===== src/rtl/crossbar_2x2_sched.sv =====
// ============================================================================
// Module   : crossbar_2x2_sched
// Purpose  : Input scheduler for a 2x2 crossbar. It has two tagged FIFOs and
//            round-robin conflict resolution. in1/in2/control are registered.
// Options  : XBAR_SCHED_STATS_EN adds a saturating conflict counter port.
// Revision : 1.0 - initial release
// ============================================================================
`default_nettype none

module crossbar_2x2_sched #(
  parameter int DW    = 4,
  parameter int DEPTH = 4
) (
  input  logic          clk,
  input  logic          rst_n,
  input  logic          a_valid,
  output logic          a_ready,
  input  logic [DW-1:0] a_data,
  input  logic          a_dest,
  input  logic          b_valid,
  output logic          b_ready,
  input  logic [DW-1:0] b_data,
  input  logic          b_dest,
  input  logic          out1_ready,
  input  logic          out2_ready,
  output logic [DW-1:0] xbar_in1,
  output logic [DW-1:0] xbar_in2,
  output logic          xbar_control,
  output logic          out1_valid,
  output logic          out2_valid
`ifdef XBAR_SCHED_STATS_EN
  ,
  output logic [15:0]   conflict_cnt
`endif
);

  localparam int   c_aw     = $clog2(DEPTH);
  localparam logic c_prio_a = 1'b0;

  logic [DW:0]   r_mem_a [DEPTH];
  logic [DW:0]   r_mem_b [DEPTH];
  logic [c_aw:0] r_wr_a, r_rd_a, r_wr_b, r_rd_b;
  logic          r_prio;

  logic          w_full_a, w_full_b, w_empty_a, w_empty_b;
  logic          w_push_a, w_push_b;
  logic [DW:0]   w_head_a, w_head_b;
  logic          w_elig_a, w_elig_b, w_conflict;
  logic          w_grant_a, w_grant_b;
  logic          w_ctrl_nxt;

  assign w_full_a  = (r_wr_a[c_aw] != r_rd_a[c_aw]) && (r_wr_a[c_aw-1:0] == r_rd_a[c_aw-1:0]);
  assign w_full_b  = (r_wr_b[c_aw] != r_rd_b[c_aw]) && (r_wr_b[c_aw-1:0] == r_rd_b[c_aw-1:0]);
  assign w_empty_a = (r_wr_a == r_rd_a);
  assign w_empty_b = (r_wr_b == r_rd_b);

  // Ready depends only on fullness, so a full FIFO refuses a push even while popping.
  assign a_ready  = !w_full_a;
  assign b_ready  = !w_full_b;
  assign w_push_a = a_valid && !w_full_a;
  assign w_push_b = b_valid && !w_full_b;

  assign w_head_a = r_mem_a[r_rd_a[c_aw-1:0]];
  assign w_head_b = r_mem_b[r_rd_b[c_aw-1:0]];

  assign w_elig_a   = !w_empty_a && (w_head_a[DW] ? out2_ready : out1_ready);
  assign w_elig_b   = !w_empty_b && (w_head_b[DW] ? out2_ready : out1_ready);
  assign w_conflict = w_elig_a && w_elig_b && (w_head_a[DW] == w_head_b[DW]);
  assign w_grant_a  = w_elig_a && (!w_conflict || (r_prio == c_prio_a));
  assign w_grant_b  = w_elig_b && (!w_conflict || (r_prio != c_prio_a));

  always_comb begin
    w_ctrl_nxt = xbar_control;
    if (w_grant_a)      w_ctrl_nxt = w_head_a[DW];
    else if (w_grant_b) w_ctrl_nxt = !w_head_b[DW];
  end

  always_ff @(posedge clk) begin
    if (w_push_a) r_mem_a[r_wr_a[c_aw-1:0]] <= {a_dest, a_data};
    if (w_push_b) r_mem_b[r_wr_b[c_aw-1:0]] <= {b_dest, b_data};
  end

  always_ff @(posedge clk or negedge rst_n) begin
    if (!rst_n) begin
      r_wr_a       <= '0;
      r_rd_a       <= '0;
      r_wr_b       <= '0;
      r_rd_b       <= '0;
      r_prio       <= c_prio_a;
      xbar_in1     <= '0;
      xbar_in2     <= '0;
      xbar_control <= 1'b0;
      out1_valid   <= 1'b0;
      out2_valid   <= 1'b0;
    end else begin
      if (w_push_a)  r_wr_a <= r_wr_a + 1'b1;
      if (w_push_b)  r_wr_b <= r_wr_b + 1'b1;
      if (w_grant_a) begin
        r_rd_a   <= r_rd_a + 1'b1;
        xbar_in1 <= w_head_a[DW-1:0];
      end
      if (w_grant_b) begin
        r_rd_b   <= r_rd_b + 1'b1;
        xbar_in2 <= w_head_b[DW-1:0];
      end
      // The winner of a conflict hands priority to the loser.
      if (w_conflict) r_prio <= !r_prio;
      xbar_control <= w_ctrl_nxt;
      out1_valid   <= (w_grant_a && !w_head_a[DW]) || (w_grant_b && !w_head_b[DW]);
      out2_valid   <= (w_grant_a &&  w_head_a[DW]) || (w_grant_b &&  w_head_b[DW]);
    end
  end

`ifdef XBAR_SCHED_STATS_EN
  always_ff @(posedge clk or negedge rst_n) begin
    if (!rst_n)                                 conflict_cnt <= '0;
    else if (w_conflict && conflict_cnt != '1)  conflict_cnt <= conflict_cnt + 16'd1;
  end
`endif

endmodule

`default_nettype wire


===== config.mk =====
export PLATFORM = sky130hd
export DESIGN_NAME = crossbar_2x2_sched
export DESIGN_NICKNAME = d
export VERILOG_FILES = /design/src/rtl/crossbar_2x2_sched.sv
export SDC_FILE = /design/constraint.sdc
export NUM_CORES = 1
export LEC_CHECK = 0
export ABC_AREA = 0
export CAP_MARGIN = 10
export CORE_AREA = 2 2 99 101
export DETAILED_ROUTE_END_ITERATION = 12
export DIE_AREA = 0 0 101 103
export PLACE_DENSITY = 0.56
export SYNTH_ARGS = -nofsm -noshare
export SYNTH_HDL_FRONTEND = slang
export SYNTH_SLANG_ARGS = --single-unit

===== constraint.sdc =====
create_clock -name clk -period 5.6 [get_ports clk]
set_clock_uncertainty 0.1 [all_clocks]
set_input_delay 0.56 -clock clk [delete_from_list [all_inputs] [get_ports clk]]
set_output_delay 0.56 -clock clk [all_outputs]
set_load 0.1 [all_outputs]

# --- Yosys cells after proc, flatten, opt, wreduce, memory -nomap -nowiden ---
# Memory sizes are Yosys's and may differ from the RTL's.
# Index checks and enable logic that the tools add are counted.
totals:
  regBits: 24
  ramBits: 40
  inputBits: 16
  out_inout_bits: 13
  elab_cells: 59
  mem_count: 2
memory_table:
  columns: ["memory", "depth", "word_bits", "rd", "rd_clocked_by_memory_dff", "write_ports", "line", "rtl"]
  rows:
  - ["r_mem_a", 4, 5, 1, 0, 1, "40", "logic [DW:0] r_mem_a [DEPTH];"]
  - ["r_mem_b", 4, 5, 1, 0, 1, "41", "logic [DW:0] r_mem_b [DEPTH];"]
op_classes:
  add_sub_neg: 4
  n_eq_ne: 7
  n_mux: 8
  n_bitwise: 1
  reduce_logical: 27
ops:
  columns: ["operator", "n"]
  rows:
  - ["$logic_and 1x1->1", 14]
  - ["$add 3x1->3 const B", 4]
  - ["$logic_not 1->1", 8]
  - ["$mux 1", 8]
  - ["$eq 3x3->1", 2]
  - ["$eq 2x2->1", 2]
  - ["$logic_or 1x1->1", 4]
  - ["$ne 1x1->1", 2]
  - ["$reduce_bool 2->1", 1]
  - ["$eq 1x1->1", 1]
  - ["$not 1->1", 1]

# --- Longest topological paths before layout ---
# Gate-level depths: netlist of the first run.
depth:
  word_depth: 10
  depth_mapped: 8
  mapped_depth_nobuf: 6

# --- Worst setup path after synthesis of the first run ---
# OpenSTA, ideal clock, no wires.
synth_path:
  path_kind: "reg-to-reg"
  startpoint: "register r_rd_b[0]"
  endpoint: "register r_wr_b[2]"
  setup_time_ps: 134
  arrival_time_ps: 2099
  required_time_ps: 5366
  path_slack_ps: 3267
  stages_incl_launch_ff: 7
  path_buffers: 1
  synth_period_minus_slack_ps: 2333
  path_cell_list: "dfrtp_1 -> buf_2 -> xor2_1 -> nor2_1 -> nand2_1 -> and3_1 -> xor2_1"
synth_between:
  elab_chain_len: 4
synth_rtl:
  columns: ["element", "line", "rtl"]
  rows:
  - ["start, declared", "42", "logic [c_aw:0] r_wr_a, r_rd_a, r_wr_b, r_rd_b;"]
  - ["start signal, assigned", "103", "r_rd_b <= r_rd_b + 1'b1;"]
  - ["$eq 2x2->1", "53", "assign w_full_b = (r_wr_b[c_aw] != r_rd_b[c_aw]) && (r_wr_b[c_aw-1:0] == r_rd_b[c_aw-1:0]);"]
  - ["$logic_and 1x1->1", "53", null]
  - ["$logic_not 1->1", null, null]
  - ["net b_ready", "21", "output logic b_ready,"]
  - ["$logic_and 1x1->1", "61", "assign w_push_b = b_valid && !w_full_b;"]
  - ["end signal, assigned", "97", "if (w_push_b) r_wr_b <= r_wr_b + 1'b1;"]
  - ["end, declared", "42", null]
# The timed path passes the listed nets, and every way through them passes these cells.
# A chain may end at the register's enable or synchronous reset.

# --- Worst setup path after layout of the first run ---
layout_path:
  startpoint: "register r_rd_a[0]"
  endpoint: "output port a_ready"
layout_between:
  elab_chain_len: 3
layout_rtl:
  columns: ["element", "line", "rtl"]
  rows:
  - ["start, declared", "42", null]
  - ["start signal, assigned", "99", "r_rd_a <= r_rd_a + 1'b1;"]
  - ["$eq 2x2->1", "52", "assign w_full_a = (r_wr_a[c_aw] != r_rd_a[c_aw]) && (r_wr_a[c_aw-1:0] == r_rd_a[c_aw-1:0]);"]
  - ["$logic_and 1x1->1", "52", null]
  - ["$logic_not 1->1", "58", "assign a_ready = !w_full_a;"]
  - ["end, declared", "17", "output logic a_ready,"]
# No other way between the ends.

==> flow_results.xml, run 1 <==
<?xml version="1.0" encoding="UTF-8"?>
<metrics>
  <group name="status">
    <metric name="status" unit="">finished clean</metric>
  </group>
  <group name="placed_design">
    <metric name="detailedPlacementHpwl" unit="um">3151</metric>
    <metric name="port_bufs" unit="">28</metric>
    <metric name="finalWeightedCongestion" unit="">0.6729</metric>
  </group>
  <group name="logic_synthesis">
    <metric name="syn_nets" unit="">194</metric>
    <metric name="syn-mean-instance-area" unit="sq um">16.39</metric>
    <metric name="synthCells" unit="">168</metric>
    <metric name="synth_cell_type_count" unit="">27</metric>
    <metric name="synth.yosys.warnings" unit="">0</metric>
    <metric name="syn-cell-area" unit="sq mm">0.002754</metric>
    <metric name="ys_ff_latch" unit="">64</metric>
    <metric name="synth_sequential_area_ratio" unit="%">65.42</metric>
  </group>
  <group name="sta">
    <metric name="period_needed" unit="ns">3.241</metric>
    <metric name="finalCritPeriodShare" unit="%">57.87</metric>
    <metric name="setup_tns" unit="ns">0</metric>
    <metric name="grt_setup_unrepaired" unit="">false</metric>
    <metric name="max-slew-margin-rel" unit="%">34.99</metric>
    <metric name="timing.fmax" unit="MHz">308.6</metric>
    <metric name="timing.final.setup_violations" unit="">0</metric>
    <metric name="worst_tran_pin_value" unit="ns">0.9720</metric>
    <metric name="report.final.slew_viol_count" unit="">0</metric>
    <metric name="finalHoldViolations" unit="">0</metric>
  </group>
  <group name="worst_hold_path">
    <metric name="worst_hold_startpoint" unit="">r_wr_a[2]$_DFFE_PN0P_</metric>
    <metric name="worstHoldPathType" unit="">reg -&gt; reg</metric>
  </group>
  <group name="cts">
    <metric name="numClockSinks" unit="">64</metric>
    <metric name="numCtsBuffers" unit="">9</metric>
    <metric name="clock_insertion_delay_worst_skew" unit="ns">0.33</metric>
    <metric name="postCtsSetupBuffers" unit="">0</metric>
    <metric name="clk_transition_reported_paths" unit="ns">0.07</metric>
    <metric name="cts_max_path_buffers" unit="">2</metric>
    <metric name="clock_tree.htree_level_count" unit="">3</metric>
    <metric name="hold_buffer_count_at_cts" unit="">0</metric>
    <metric name="postCtsResizedCells" unit="">0</metric>
    <metric name="clock_tree_from_tritoncts" unit="">built</metric>
    <metric name="cts.root.buffer_cell" unit="">clkbuf_8</metric>
  </group>
  <group name="routing">
    <metric name="detailedRoute.firstPassIterationCount" unit="">4</metric>
    <metric name="avgViaCountPerCell" unit="">4.394</metric>
    <metric name="postRouteWirelength" unit="um">4562</metric>
    <metric name="final_antenna_net_count" unit="">0</metric>
    <metric name="drtIter0Drc" unit="">106</metric>
    <metric name="vias" unit="">1415</metric>
    <metric name="drt-wirelength-per-cell" unit="um">14.17</metric>
    <metric name="route.detailed.drc" unit="">0</metric>
  </group>
  <group name="worst_setup_path">
    <metric name="critical_path.cell_chain" unit="">xor2_1 &gt; nor2_1 &gt; nand2_1 &gt; clkdlybuf4s50_1</metric>
    <metric name="crit_required" unit="ns">4.94</metric>
    <metric name="timing_worst_setup_path_type" unit="">reg -&gt; out</metric>
    <metric name="ff2ff_setup_slack" unit="ns">2.98</metric>
    <metric name="end_kind" unit="">primary output</metric>
    <metric name="critical_path.reg2reg.startpoint" unit="">r_rd_b[1]$_DFFE_PN0P_</metric>
    <metric name="cp-startpoint" unit="">r_rd_a[0]$_DFFE_PN0P_</metric>
    <metric name="regToRegEndpoint" unit="">r_rd_b[1]$_DFFE_PN0P_</metric>
    <metric name="cpMaxStageDelayCell" unit="">clkdlybuf4s50_1</metric>
    <metric name="crit_path_max_incr_delay" unit="ns">1.16</metric>
    <metric name="startpoint_type" unit="">register</metric>
    <metric name="crit_arrival" unit="ns">2.58</metric>
    <metric name="critical_path_peak_fanout" unit="">10</metric>
    <metric name="crit_end" unit="">a_ready</metric>
    <metric name="register_to_register_path_depth" unit="">5</metric>
  </group>
  <group name="flow_run">
    <metric name="max_cap_viol_count" unit="">0</metric>
  </group>
  <group name="floorplanning">
    <metric name="chipHeight" unit="um">103</metric>
    <metric name="die_w" unit="um">101</metric>
    <metric name="design.die.area" unit="sq mm">0.01040</metric>
    <metric name="core.rowCount" unit="">36</metric>
    <metric name="core_box_area" unit="sq mm">0.009459</metric>
    <metric name="floorplan.initialDensity" unit="%">29.11</metric>
    <metric name="floorplan.io_pins" unit="">29</metric>
  </group>
  <group name="layout">
    <metric name="finish.utilization" unit="%">35.01</metric>
    <metric name="regArea" unit="sq mm">0.001802</metric>
    <metric name="fillerInstances" unit="">923</metric>
    <metric name="design.final.nets" unit="">229</metric>
    <metric name="final_layout_size_suffix_gt1_share" unit="%">18.75</metric>
    <metric name="multi_input_area" unit="sq um">895.9</metric>
    <metric name="antenna_cell_count" unit="">0</metric>
    <metric name="area_growth" unit="%">20.26</metric>
  </group>
  <group name="grt">
    <metric name="globalRoute.totalOverflow" unit="">0</metric>
    <metric name="largest_net_degree_at_the_start_of_global_routing" unit="">25</metric>
    <metric name="grt_pass1_wl" unit="um">7693</metric>
    <metric name="grt_usage" unit="%">9.928</metric>
    <metric name="grt_antenna_before_repair" unit="">0</metric>
    <metric name="first_global_vias" unit="">1501</metric>
  </group>
</metrics>
==> critical path: cells and delay by family (launching register included) <==
family	cells	cell delay, ns
XOR/XNOR	1	0.22
buffers and inverters	1	1.16
flip-flops	1	0.64
AND/OR/NAND/NOR	2	0.22
==> sequential cells by signal, summed over array words and instances, names as in the netlist <==
name          count
r_wr_b            3
r_mem_b          20
r_rd_b            3
out2_valid        1
xbar_in2          4
r_mem_a          20
r_wr_a            3
xbar_in1          4
r_prio            1
xbar_control      1
r_rd_a            3
out1_valid        1
==> cell usage after synthesis, drive strengths merged <==
master  count  area, sq um
and2        2        12.51
o21ai       3        15.01
mux2       14        176.4
nand2      10        37.54
a211o       1        8.760
nor3        2        10.01
mux4        8        180.2
dfrtp      24        600.6
o22ai       2        12.51
a21oi       3        15.01
xnor2       5        43.79
buf         5        37.53
inv         5        18.77
a211oi      1        20.02
mux2i       2        20.02
nand2b      3        18.77
a21o        1        7.510
ha         10        125.1
edfxtp     40         1201
and3        8        50.05
xor2       10        87.58
a22o        1        17.52
nor2b       2        12.51
a31oi       1        6.260
nor2        5        18.77
==> layout make-up <==
type,count,area share (%)
clock buffer,11,3.967
clock inverter,5,1.020
inverter,5,0.5667
multi-input combinational,94,27.05
sequential,64,54.40
tap,114,4.307
timing repair buffer,29,8.689
==> cell families (layout without fill, tap and decap cells) <==
family,count (synthesis),after routing,share of synthesized area (%)
muxes,24,24,13.68
DFF,64,64,65.42
xor gates and xnor gates,15,15,4.770
AOI/OAI and AO/OA,13,13,3.726
adders and majority gates,10,10,4.543
buffers and inverters,10,50,2.044
and+or+nand+nor,32,32,5.816
==> per-layer routing <==
layer	GRT usage [%]	vias to the layer above	part of all wire (%)	wire length, um
met3	1.898	7	2.2	101
met1	12.84	702	48	2189
met5	0	-	0	0
li1	-	687	-	-
met4	6.549	0	1.8	80
met2	15.28	19	48	2191
==> placed cells by master (no fill, tap or decap), types with 5 or more instances in the layout <==
master           count
xnor2_1              5
inv_1                5
ha_1                10
and3_1               8
xor2_1              10
clkdlybuf4s50_1     28
mux4_2               8
nand2_1             10
dfrtp_1             24
clkbuf_8             9
edfxtp_1            40
mux2_2               9
nor2_1               5
mux2_4               5
==> worst min path at each step <==
stage	to	slack, ns	depth (start not counted)
floorplan	out1_valid$_DFF_PN0_	0.16	0
global placement	r_rd_a[2]$_DFFE_PN0P_	0.37	1
detailed placement	r_rd_a[2]$_DFFE_PN0P_	0.38	1
CTS	r_rd_a[2]$_DFFE_PN0P_	0.39	1
global route	r_rd_b[2]$_DFFE_PN0P_	0.40	1
finish	r_wr_a[2]$_DFFE_PN0P_	0.38	1
==> per-stage QoR <==
step	cells	worst slack [ns]	cell area, sq um	hold slack (ns)
2_1_floorplan	168	3.267	2754	0.1644
3_3_place_gp	306	2.710	3147	0.3748
3_5_place_dp	306	2.694	3147	0.3774
4_1_cts	322	2.307	3312	0.3873
5_1_grt	322	2.176	3312	0.4042
6_report	322	2.359	3312	0.3831
Power of run 1 is left out: the tool's default activity adds up to more than one toggle a clock period on the data nets, which glitch-free logic cannot reach.
==> run 2: changes to the inputs <==
Settings changed: PLACE_DENSITY 0.56 to 0.58.
Clock period 5.6 ns to 2.8 ns, I/O delays scaled along.
==> run 2 against run 1 <==
Wire length up 3.4%. Sequential share of layout area decreased by 0.73 points. Utilization up 0.48 points. First-iteration DRC count decreased by 33%. Non-clock buffer count up 3. Clock-buffer cell count fell by 1. Sequential cell count did not move. Critical path depth is 1 higher. Cell count grew 0.93%. Setup slack lost 2.0 ns. Largest cell class unchanged.
==> flow_results.xml, run 2 (synthesis results as in run 1) <==
<?xml version="1.0" encoding="UTF-8"?>
<metrics>
  <group name="sta">
    <metric name="max-slew-margin-rel" unit="%">54.64</metric>
    <metric name="report.final.slew_viol_count" unit="">0</metric>
    <metric name="timing.final.setup_violations" unit="">0</metric>
    <metric name="timing.fmax" unit="MHz">412.6</metric>
    <metric name="setup_tns" unit="ns">0</metric>
    <metric name="finalHoldViolations" unit="">0</metric>
    <metric name="worst_tran_pin_value" unit="ns">0.6752</metric>
    <metric name="finalCritPeriodShare" unit="%">86.56</metric>
    <metric name="period_needed" unit="ns">2.424</metric>
    <metric name="grt_setup_unrepaired" unit="">false</metric>
  </group>
  <group name="worst_setup_path">
    <metric name="critical_path.reg2reg.startpoint" unit="">r_rd_b[1]$_DFFE_PN0P_</metric>
    <metric name="cp-startpoint" unit="">r_rd_b[1]$_DFFE_PN0P_</metric>
    <metric name="startpoint_type" unit="">register</metric>
    <metric name="crit_path_max_incr_delay" unit="ns">0.46</metric>
    <metric name="timing_worst_setup_path_type" unit="">reg -&gt; reg</metric>
    <metric name="count_of_buffering_cells_on_the_critical_path_with_inverters_included" unit="">0</metric>
    <metric name="register_to_register_path_depth" unit="">5</metric>
    <metric name="worstSetupPathDepth" unit="">5</metric>
    <metric name="critical_path_peak_fanout" unit="">10</metric>
    <metric name="critical_path.cell_chain" unit="">mux2_2 &gt; mux2_2 &gt; a22o_4 &gt; a211o_1 &gt; mux2_4</metric>
    <metric name="cp_top_family" unit="">multiplexers</metric>
    <metric name="end_kind" unit="">register</metric>
    <metric name="critical_path.most_common_cell" unit="">mux2_2</metric>
    <metric name="crit_required" unit="ns">2.93</metric>
    <metric name="cpMaxStageDelayCell" unit="">dfrtp_1</metric>
    <metric name="crit_arrival" unit="ns">2.55</metric>
    <metric name="ff2ff_setup_slack" unit="ns">0.38</metric>
  </group>
  <group name="layout">
    <metric name="most_common_cell_after_layout_fill_and_taps_aside" unit="">edfxtp_1</metric>
    <metric name="multi_input_area" unit="sq um">895.9</metric>
    <metric name="most-common-layout-cells" unit="">edfxtp_1, dfrtp_1, buf_4</metric>
    <metric name="design.final.nets" unit="">232</metric>
    <metric name="fillerInstances" unit="">902</metric>
    <metric name="final_layout_size_suffix_gt1_share" unit="%">26.54</metric>
    <metric name="area_growth" unit="%">21.90</metric>
    <metric name="antenna_cell_count" unit="">0</metric>
    <metric name="regArea" unit="sq mm">0.001802</metric>
  </group>
  <group name="cts">
    <metric name="clock_tree_from_tritoncts" unit="">built</metric>
    <metric name="hold_buffer_count_at_cts" unit="">0</metric>
    <metric name="numClockSinks" unit="">64</metric>
    <metric name="postCtsResizedCells" unit="">0</metric>
    <metric name="clock_tree.htree_level_count" unit="">3</metric>
    <metric name="clk_transition_reported_paths" unit="ns">0.08</metric>
    <metric name="numCtsBuffers" unit="">9</metric>
    <metric name="clock_insertion_delay_worst_skew" unit="ns">0.34</metric>
    <metric name="cts.root.buffer_cell" unit="">clkbuf_8</metric>
    <metric name="cts_max_path_buffers" unit="">2</metric>
    <metric name="postCtsSetupBuffers" unit="">0</metric>
  </group>
  <group name="floorplanning">
    <metric name="core.rowCount" unit="">36</metric>
    <metric name="die_w" unit="um">101</metric>
    <metric name="floorplan.io_pins" unit="">29</metric>
    <metric name="design.die.area" unit="sq mm">0.01040</metric>
    <metric name="core_box_area" unit="sq mm">0.009459</metric>
    <metric name="floorplan.initialDensity" unit="%">29.11</metric>
    <metric name="chipHeight" unit="um">103</metric>
  </group>
  <group name="grt">
    <metric name="first_global_vias" unit="">1452</metric>
    <metric name="groute.layer.met2.usage" unit="%">14.10</metric>
    <metric name="grtUsageMet1" unit="%">13.50</metric>
    <metric name="globalRoute.totalOverflow" unit="">0</metric>
    <metric name="largest_net_degree_at_the_start_of_global_routing" unit="">25</metric>
    <metric name="grt_antenna_before_repair" unit="">0</metric>
    <metric name="grt_usage" unit="%">10.06</metric>
    <metric name="top_usage_layer" unit="">met2</metric>
    <metric name="grt_util_met3" unit="%">4.271</metric>
    <metric name="grt_pass1_wl" unit="um">7610</metric>
  </group>
  <group name="routing">
    <metric name="detailedRoute.firstPassIterationCount" unit="">4</metric>
    <metric name="avgViaCountPerCell" unit="">4.378</metric>
    <metric name="final_antenna_net_count" unit="">0</metric>
    <metric name="vias" unit="">1423</metric>
    <metric name="drt-wirelength-per-cell" unit="um">14.52</metric>
    <metric name="postRouteWirelength" unit="um">4719</metric>
    <metric name="route.detailed.drc" unit="">0</metric>
    <metric name="drtIter0Drc" unit="">71</metric>
  </group>
  <group name="worst_hold_path">
    <metric name="worstHoldPathType" unit="">in -&gt; async</metric>
  </group>
  <group name="placed_design">
    <metric name="finalWeightedCongestion" unit="">0.7175</metric>
    <metric name="port_bufs" unit="">28</metric>
    <metric name="detailedPlacementHpwl" unit="um">3298</metric>
  </group>
  <group name="status">
    <metric name="status" unit="">finished clean</metric>
  </group>
  <group name="flow_run">
    <metric name="max_cap_viol_count" unit="">0</metric>
  </group>
</metrics>
==> run 2: cell count changes in the layout (fill, tap and decap cells not counted) <==
cell,previous run,this run
clkdlybuf4s50_1,28,15
buf_4,1,17
inv_6,0,1
clkinv_2,2,0
clkbuf_1,2,1
bufinv_16,0,2
==> run 2: through the flow <==
step / hold slack (ns) / util [%] / instances / cell area (sq um) / worst slack [ns]
final: 0.2035 / 35.49 / 325 / 3357 / 0.3763
after global routing: 0.2384 / 35.49 / 325 / 3357 / 0.2404
after CTS: 0.2068 / 35.49 / 325 / 3357 / 0.3642
after detailed placement: 0.3792 / 33.16 / 309 / 3137 / 0.3777
after global placement: 0.3753 / 33.16 / 309 / 3137 / 0.3595
after floorplan: -0.1156 / - / 168 / 2754 / 0.4672
==> run 2: metal layers <==
| metal | vias to the layer above | wire length [um] |
|---|---|---|
| met1 | 699 | 2334 |
| met5 | - | 0 |
| met3 | 11 | 163 |
| met4 | 0 | 104 |
| met2 | 17 | 2117 |
| li1 | 696 | - |
==> run 2: final cells by class <==
type / count / share of cell area [%]
sequential: 64 / 53.67
timing repair buffer: 32 / 8.274
inverter: 5 / 0.5591
tap: 114 / 4.249
clock buffer: 10 / 3.802
multi-input combinational: 94 / 26.69
clock inverter: 6 / 2.758
==> run 2: final timing paths <==
kind	to
hold reg to reg	r_wr_b[2]$_DFFE_PN0P_
hold / removal	r_wr_a[2]$_DFFE_PN0P_
setup reg to reg	r_rd_a[1]$_DFFE_PN0P_
setup / recovery	r_rd_a[1]$_DFFE_PN0P_
min in group clk	r_wr_b[2]$_DFFE_PN0P_
max in group asynchronous	xbar_control$_DFFE_PN0P_
Power of run 2 is left out for the same reason.
==> run 3: changes to the inputs <==
Settings changed: RECOVER_POWER set to 25.
==> run 3 against run 2 <==
Utilization hardly changed. Sequential share of layout area is 0.060 points higher. Non-clock buffer count stayed put. Setup slack hardly changed. Sequential cell count stayed put. Largest cell class unchanged. Critical path type unchanged. Clock-buffer cell count stayed put. Cell count stayed put. Register-to-register slack hardly changed.
==> flow_results.xml, run 3 (synthesis results as in run 1) <==
<?xml version="1.0" encoding="UTF-8"?>
<metrics>
  <group name="sta">
    <metric name="period_needed" unit="ns">2.424</metric>
    <metric name="report.final.slew_viol_count" unit="">0</metric>
    <metric name="timing.final.setup_violations" unit="">0</metric>
    <metric name="worst_tran_pin_value" unit="ns">1.427</metric>
    <metric name="grt_setup_unrepaired" unit="">false</metric>
    <metric name="setup_tns" unit="ns">0</metric>
    <metric name="max-slew-margin-rel" unit="%">4.896</metric>
    <metric name="timing.fmax" unit="MHz">412.6</metric>
    <metric name="finalHoldViolations" unit="">0</metric>
    <metric name="finalCritPeriodShare" unit="%">86.56</metric>
  </group>
  <group name="cts">
    <metric name="clock_tree_from_tritoncts" unit="">built</metric>
    <metric name="numClockSinks" unit="">64</metric>
    <metric name="postCtsSetupBuffers" unit="">0</metric>
    <metric name="numCtsBuffers" unit="">9</metric>
    <metric name="cts_max_path_buffers" unit="">2</metric>
    <metric name="cts.root.buffer_cell" unit="">clkbuf_8</metric>
    <metric name="clock_tree.htree_level_count" unit="">3</metric>
    <metric name="postCtsResizedCells" unit="">0</metric>
    <metric name="clock_insertion_delay_worst_skew" unit="ns">0.34</metric>
    <metric name="hold_buffer_count_at_cts" unit="">0</metric>
    <metric name="clk_transition_reported_paths" unit="ns">0.07</metric>
  </group>
  <group name="layout">
    <metric name="area_growth" unit="%">21.76</metric>
    <metric name="most_common_cell_after_layout_fill_and_taps_aside" unit="">edfxtp_1</metric>
    <metric name="antenna_cell_count" unit="">0</metric>
    <metric name="final_layout_size_suffix_gt1_share" unit="%">26.07</metric>
    <metric name="most-common-layout-cells" unit="">edfxtp_1, dfrtp_1, buf_4</metric>
    <metric name="design.final.nets" unit="">232</metric>
  </group>
  <group name="grt">
    <metric name="first_global_vias" unit="">1452</metric>
    <metric name="grt_antenna_before_repair" unit="">0</metric>
    <metric name="globalRoute.totalOverflow" unit="">0</metric>
    <metric name="grt_pass1_wl" unit="um">7610</metric>
    <metric name="largest_net_degree_at_the_start_of_global_routing" unit="">25</metric>
    <metric name="grt_usage" unit="%">10.06</metric>
  </group>
  <group name="worst_setup_path">
    <metric name="cpMaxStageDelayCell" unit="">dfrtp_1</metric>
    <metric name="end_kind" unit="">register</metric>
    <metric name="crit_path_max_incr_delay" unit="ns">0.46</metric>
    <metric name="critical_path.most_common_cell" unit="">mux2_2</metric>
    <metric name="crit_arrival" unit="ns">2.55</metric>
    <metric name="critical_path_peak_fanout" unit="">10</metric>
    <metric name="timing_worst_setup_path_type" unit="">reg -&gt; reg</metric>
    <metric name="count_of_buffering_cells_on_the_critical_path_with_inverters_included" unit="">0</metric>
    <metric name="cp_top_family" unit="">multiplexers</metric>
    <metric name="crit_required" unit="ns">2.93</metric>
    <metric name="critical_path.cell_chain" unit="">mux2_2 &gt; mux2_2 &gt; a22o_4 &gt; a211o_1 &gt; mux2_4</metric>
    <metric name="startpoint_type" unit="">register</metric>
  </group>
  <group name="floorplanning">
    <metric name="die_w" unit="um">101</metric>
    <metric name="core.rowCount" unit="">36</metric>
    <metric name="chipHeight" unit="um">103</metric>
    <metric name="design.die.area" unit="sq mm">0.01040</metric>
    <metric name="floorplan.io_pins" unit="">29</metric>
    <metric name="core_box_area" unit="sq mm">0.009459</metric>
    <metric name="floorplan.initialDensity" unit="%">29.11</metric>
  </group>
  <group name="routing">
    <metric name="avgViaCountPerCell" unit="">4.385</metric>
    <metric name="route.detailed.drc" unit="">0</metric>
    <metric name="postRouteWirelength" unit="um">4712</metric>
    <metric name="vias" unit="">1425</metric>
    <metric name="detailedRoute.firstPassIterationCount" unit="">4</metric>
    <metric name="final_antenna_net_count" unit="">0</metric>
    <metric name="drt-wirelength-per-cell" unit="um">14.50</metric>
    <metric name="drtIter0Drc" unit="">74</metric>
  </group>
  <group name="status">
    <metric name="status" unit="">finished clean</metric>
  </group>
  <group name="flow_run">
    <metric name="max_cap_viol_count" unit="">0</metric>
  </group>
  <group name="worst_hold_path">
    <metric name="worstHoldPathType" unit="">reg -&gt; reg</metric>
  </group>
  <group name="placed_design">
    <metric name="detailedPlacementHpwl" unit="um">3298</metric>
    <metric name="port_bufs" unit="">28</metric>
    <metric name="finalWeightedCongestion" unit="">0.7175</metric>
  </group>
</metrics>
[run 3: final timing paths]
kind | to | slack [ns] | depth (start not counted) | start
setup / recovery | r_rd_a[1]$_DFFE_PN0P_ | 0.38 | 5 | r_rd_b[1]$_DFFE_PN0P_
hold / removal | r_wr_b[2]$_DFFE_PN0P_ | 0.39 | 1 | r_wr_b[2]$_DFFE_PN0P_
setup reg to reg | r_rd_a[1]$_DFFE_PN0P_ | 0.38 | 5 | r_rd_b[1]$_DFFE_PN0P_
hold reg to reg | r_wr_b[2]$_DFFE_PN0P_ | 0.39 | 1 | r_wr_b[2]$_DFFE_PN0P_
max in group asynchronous | xbar_control$_DFFE_PN0P_ | 1.06 | 2 | rst_n
min in group asynchronous | r_wr_a[2]$_DFFE_PN0P_ | 0.70 | 2 | rst_n
[run 3: stage by stage]
step | util (%) | setup WS, ns | area [sq um] | hold WS [ns] | cells
final | 35.45 | 0.3762 | 3353 | 0.3872 | 325
after global placement | 33.16 | 0.3595 | 3137 | 0.3753 | 309
after floorplan | - | 0.4672 | 2754 | -0.1156 | 168
after detailed placement | 33.16 | 0.3777 | 3137 | 0.3792 | 309
after CTS | 35.49 | 0.3642 | 3357 | 0.2068 | 325
after global routing | 35.45 | 0.2404 | 3353 | 0.3983 | 325
[run 3: area by class of cell]
cell class	instances	area, sq um
Timing Repair Buffer	32	274.0
Tap cell	114	142.6
Multi-Input combinational cell	94	895.9
Clock buffer	10	127.6
Inverter	5	18.77
Fill cell	904	6106
Clock inverter	6	92.59
Sequential cell	64	1802
[run 3: routing by layer]
layer	routed length (um)	up-vias	part of all wire, %	global-route usage [%]
met3	163	11	3.5	4.271
met1	2324	701	49	13.50
met5	0	-	0	0
li1	-	696	-	-
met4	104	0	2.2	4.678
met2	2120	17	45	14.10
Power of run 3 is left out for the same reason.
